==> src/rtl/sx_tx_drv.sv <==
// Serial stimulus transmitter: accepts a parallel word on valid/ready and
// shifts it out MSB first on x_o, holding each bit for HOLD clocks.
module sx_tx_drv #(
  parameter int   WIDTH  = 8,
  parameter int   HOLD   = 1,
  parameter logic IDLE_X = 1'b0
) (
  input  logic             clk_i,
  input  logic             rst_i,
  input  logic [WIDTH-1:0] data_i,
  input  logic             valid_i,
  output logic             ready_o,
  output logic             x_o,
  output logic             busy_o,
  output logic             done_o
);

  localparam int CW = $clog2(WIDTH);
  // HOLD=1 still needs a one-bit hold counter so the compare stays well formed
  localparam int HW = (HOLD > 1) ? $clog2(HOLD) : 1;

  typedef enum logic [1:0] {
    ST_IDLE  = 2'd0,
    ST_SHIFT = 2'd1,
    ST_DONE  = 2'd2
  } state_e;

  state_e           state_q, state_d;
  logic [WIDTH-1:0] sreg_q, sreg_d;
  logic [CW-1:0]    bcnt_q, bcnt_d;
  logic [HW-1:0]    hcnt_q, hcnt_d;
  logic             last_hold_s;
  logic             last_bit_s;

  assign last_hold_s = (hcnt_q == HW'(HOLD - 1));
  assign last_bit_s  = (bcnt_q == CW'(WIDTH - 1));

  // State and datapath registers
  always_ff @(posedge clk_i or posedge rst_i) begin
    if (rst_i) begin
      state_q <= ST_IDLE;
      sreg_q  <= {WIDTH{1'b0}};
      bcnt_q  <= {CW{1'b0}};
      hcnt_q  <= {HW{1'b0}};
    end else begin
      state_q <= state_d;
      sreg_q  <= sreg_d;
      bcnt_q  <= bcnt_d;
      hcnt_q  <= hcnt_d;
    end
  end

  // Next-state logic
  always_comb begin
    state_d = state_q;
    case (state_q)
      ST_IDLE: begin
        if (valid_i) state_d = ST_SHIFT;
        else         state_d = ST_IDLE;
      end
      ST_SHIFT: begin
        if (last_hold_s && last_bit_s) state_d = ST_DONE;
        else                           state_d = ST_SHIFT;
      end
      ST_DONE: state_d = ST_IDLE;
      default: state_d = ST_IDLE;
    endcase
  end

  // Shift register and counters; data_i is only looked at on accept
  always_comb begin
    sreg_d = sreg_q;
    bcnt_d = bcnt_q;
    hcnt_d = hcnt_q;
    case (state_q)
      ST_IDLE: begin
        if (valid_i) begin
          sreg_d = data_i;
          bcnt_d = {CW{1'b0}};
          hcnt_d = {HW{1'b0}};
        end else begin
          sreg_d = sreg_q;
        end
      end
      ST_SHIFT: begin
        if (last_hold_s) begin
          hcnt_d = {HW{1'b0}};
          if (!last_bit_s) begin
            sreg_d = {sreg_q[WIDTH-2:0], 1'b0};
            bcnt_d = bcnt_q + CW'(1);
          end else begin
            bcnt_d = bcnt_q;
          end
        end else begin
          hcnt_d = hcnt_q + HW'(1);
        end
      end
      ST_DONE: sreg_d = sreg_q;
      default: sreg_d = sreg_q;
    endcase
  end

  // Outputs decoded from state and the registered shift MSB only
  always_comb begin
    ready_o = 1'b0;
    busy_o  = 1'b0;
    done_o  = 1'b0;
    x_o     = IDLE_X;
    case (state_q)
      ST_IDLE:  ready_o = 1'b1;
      ST_SHIFT: begin
        busy_o = 1'b1;
        x_o    = sreg_q[WIDTH-1];
      end
      ST_DONE:  done_o = 1'b1;
      default:  ready_o = 1'b1;
    endcase
  end

endmodule

==> config.mk <==
export PLATFORM = sky130hd
export DESIGN_NAME = sx_tx_drv
export DESIGN_NICKNAME = d
export VERILOG_FILES = /design/src/rtl/sx_tx_drv.sv
export SDC_FILE = /design/constraint.sdc
export NUM_CORES = 1
export LEC_CHECK = 0
export BUFFER_PORTS_ARGS = -buffer_cell sky130_fd_sc_hd__buf_2
export CORE_ASPECT_RATIO = 1.25
export CORE_MARGIN = 8
export CORE_UTILIZATION = 47
export DETAILED_ROUTE_END_ITERATION = 12
export PLACE_DENSITY = 0.81
export SLEW_MARGIN = 25
export SYNTH_ARGS = -nofsm -noshare
export SYNTH_HDL_FRONTEND = slang
export SYNTH_SLANG_ARGS = --single-unit
==> constraint.sdc <==
create_clock -name clk_i -period 2.06 [get_ports clk_i]
set_clock_uncertainty 0.2 [all_clocks]
set_input_delay 0.103 -clock clk_i [delete_from_list [all_inputs] [get_ports clk_i]]
set_output_delay 0.103 -clock clk_i [all_outputs]
set_load 0.005 [all_outputs]
==> results.json <==
{
  "dpl_worst_slack_ns": 0.000210,
  "final_nets": 113,
  "p_total_mw": 1.51,
  "rr_worst_depth": 6,
  "synth_most_common_cell": "mux2_2",
  "p_int_mw": 0.970,
  "synth_warnings": 0,
  "cts_tree": "done",
  "dr.pass1.iters": 4,
  "io_buffers": 14,
  "min_period_ns": 2.01,
  "drt-wirelength-per-cell_um": 15.0,
  "overflow": 0,
  "yosysTopAreaCellShare_pct": 42.2,
  "top_layer": "met4",
  "vias_per_cell": 5.18,
  "yosys-top-cells-area": "dfrtp_1, mux2_2, ha_1",
  "synth_cell_types": 22,
  "clock_path_buffers": 2,
  "r2r_end": "sreg_q[6]$_DFFE_PP0P_",
  "cts-root-buf": "clkbuf_4",
  "async_flop_share_pct": 100,
  "hold_violations": 0,
  "end_kind": "flop",
  "setup_violations": 0,
  "synthTopCellsByCount": "mux2_2, dfrtp_1, inv_1",
  "power_frac_comb_pct": 59.2,
  "p_leak_nw": 0.498,
  "r2r_start": "bcnt_q[0]$_DFFE_PP0P_",
  "die_w_um": 52.2,
  "path_clk_slew_ns": 0.09,
  "cellPowerDensity_mw_per_mm2": 1510,
  "synth_edf_count": 0,
  "ys_seq_area_share_pct": 42.2,
  "synthesis.nets": 84,
  "row_count": 16,
  "cp_data_arrival_time_ns": 1.98,
  "cp_max_fo": 7,
  "start_kind": "flop",
  "swShare_pct": 35.7,
  "switching_power_mw": 0.539,
  "dr_wl_met2_um": 1020,
  "yosysTopAreaCell": "dfrtp_1",
  "num_antenna_cells": 0,
  "place.gp.congestion": 0.808,
  "reg2reg_slack_ns": 0.05,
  "grt.total_usage_pct": 11.6,
  "syn_to_final_growth_pct": 29.2,
  "start_util_pct": 49.4,
  "routed-wl-met3_um": 47,
  "synth_cells": 68,
  "ir_drop_mv": 0.727,
  "hp-start": "data_i[0]",
  "h-tree-depth": 1,
  "maxCapViolCount": 0,
  "clock_latency_ns": 0.29,
  "cts.sinks": 13,
  "fmax_ghz": 0.499,
  "status": "finished, final reports clean",
  "wl_met1_um": 617,
  "ant_nets": 0,
  "grt_start_max_net_pins": 16,
  "hold_depth": 4,
  "grt_pass1_wl_um": 2770,
  "design.core.area_sq_mm": 0.00156,
  "grt_pass1_vias": 658,
  "post-route-util_pct": 63.8,
  "post-route-drc-count": 0,
  "drive_gt1_share_pct": 38.5,
  "required_ns": 2.03,
  "routed_wl_um": 1710,
  "worst_pin_slew_ns": 0.511,
  "relSlewSlack_pct": 65.9,
  "hold_class": "in -> reg",
  "die_area_sq_mm": 0.00320,
  "p_seq_share_pct": 29.8,
  "synth_area_per_cell_sq_um": 11.3,
  "vias": 590,
  "numCtsBuffers": 3,
  "drt_iter0_drc": 12,
  "ys_ff_latch": 13,
  "period_share_pct": 97.4,
  "tns_ns": 0,
  "hpwl_um": 1080,
  "die_y_um": 61.3,
  "crit_type": "reg -> reg",
  "ys.flop_type": "dfrtp_1",
  "layout_setup_ws_ns": 0.0545,
  "antenna_found_initial": 0,
  "hold_end": "sreg_q[0]$_DFFE_PP0P_",
  "pwr-share-clk_pct": 11.0,
  "ios": 15,
  "syn_area_sq_um": 771,
  "report.final.slew_viol_count": 0
}
power by group through the flow:
stage / logic, mW / registers [mW] / clock network [mW]
2_1_floorplan: 0.653 / 0.434 / 0
3_3_place_gp: 0.772 / 0.447 / 0
3_5_place_dp: 0.792 / 0.449 / 0
4_1_cts: 0.810 / 0.444 / 0.172
5_1_grt: 0.987 / 0.465 / 0.178
6_report: 0.893 / 0.450 / 0.166
registers in the layout, indices dropped and copies added (netlist names):
signal   cells
state_q      2
bcnt_q       3
sreg_q       8
cell usage in the layout, fill, tap and decap left out, types with 2 or more instances in the layout:
cell type       n
nor2b_1         2
dlygate4sd3_1   9
o21ai_0         4
buf_2          14
clkbuf_4        3
and3b_1         2
ha_1            5
mux2_2         14
buf_4           3
nand2_1         3
inv_1           8
a221o_1         2
dfrtp_1        13
through the flow:
step,cell area (sq um),cells,hold WS (ns)
2_1_floorplan,771,68,-0.220
3_3_place_gp,851,99,-0.0539
3_5_place_dp,851,99,-0.0458
4_1_cts,967,112,0.0479
5_1_grt,996,114,0.0947
6_report,996,114,0.0576
timing repair:
action                                  CTS  global route
hold buffers                              9             0
hold endpoints to repair                 22             0
resized for setup                         0             1
setup buffers                             0             2
endpoints found under the setup margin    7             7
pin swaps                                 1             1
cloned                                    0             0
per-layer routing:
metal  up-vias  GRT usage [%]
met5         -              0
met4         0           7.04
met3         2           1.93
met2        11           23.0
met1       288           10.5
li1        289              -
worst max-delay path: stages, from the launching register on:
cell and delay, ns:
dfrtp_1 0.39, ha_1 0.20, ha_1 0.20, and2_2 0.22, nor3_4 0.21, buf_12 0.15
mux2_2 0.33
cell families after synthesis:
| family | Yosys count | synth area share, % |
|---|---|---|
| buf+inv | 11 | 7.47 |
| compound gates | 9 | 7.63 |
| flops | 13 | 42.2 |
| mux | 15 | 21.8 |
| fa+ha+maj | 5 | 8.12 |
| simple gates | 15 | 12.8 |
area by class of cell:
cell class / instances / area [sq um]
fillers: 129 / 566
multi-input cells: 44 / 389
flip-flops and latches: 13 / 325
repair buffers: 27 / 203
inverters: 8 / 30.0
clock buffers: 4 / 26.3
well taps: 18 / 22.5
worst max path at each step:
stage | from | endpoint | slack (ns)
2_1_floorplan | bcnt_q[0]$_DFFE_PP0P_ | sreg_q[1]$_DFFE_PP0P_ | 0.05
3_3_place_gp | bcnt_q[0]$_DFFE_PP0P_ | sreg_q[1]$_DFFE_PP0P_ | 0.03
3_5_place_dp | bcnt_q[0]$_DFFE_PP0P_ | sreg_q[1]$_DFFE_PP0P_ | 0.0002
4_1_cts | bcnt_q[0]$_DFFE_PP0P_ | sreg_q[5]$_DFFE_PP0P_ | 0.06
5_1_grt | bcnt_q[0]$_DFFE_PP0P_ | sreg_q[6]$_DFFE_PP0P_ | -0.03
6_report | bcnt_q[0]$_DFFE_PP0P_ | sreg_q[6]$_DFFE_PP0P_ | 0.05
No activity file was read; power rests on OpenSTA's default activity.
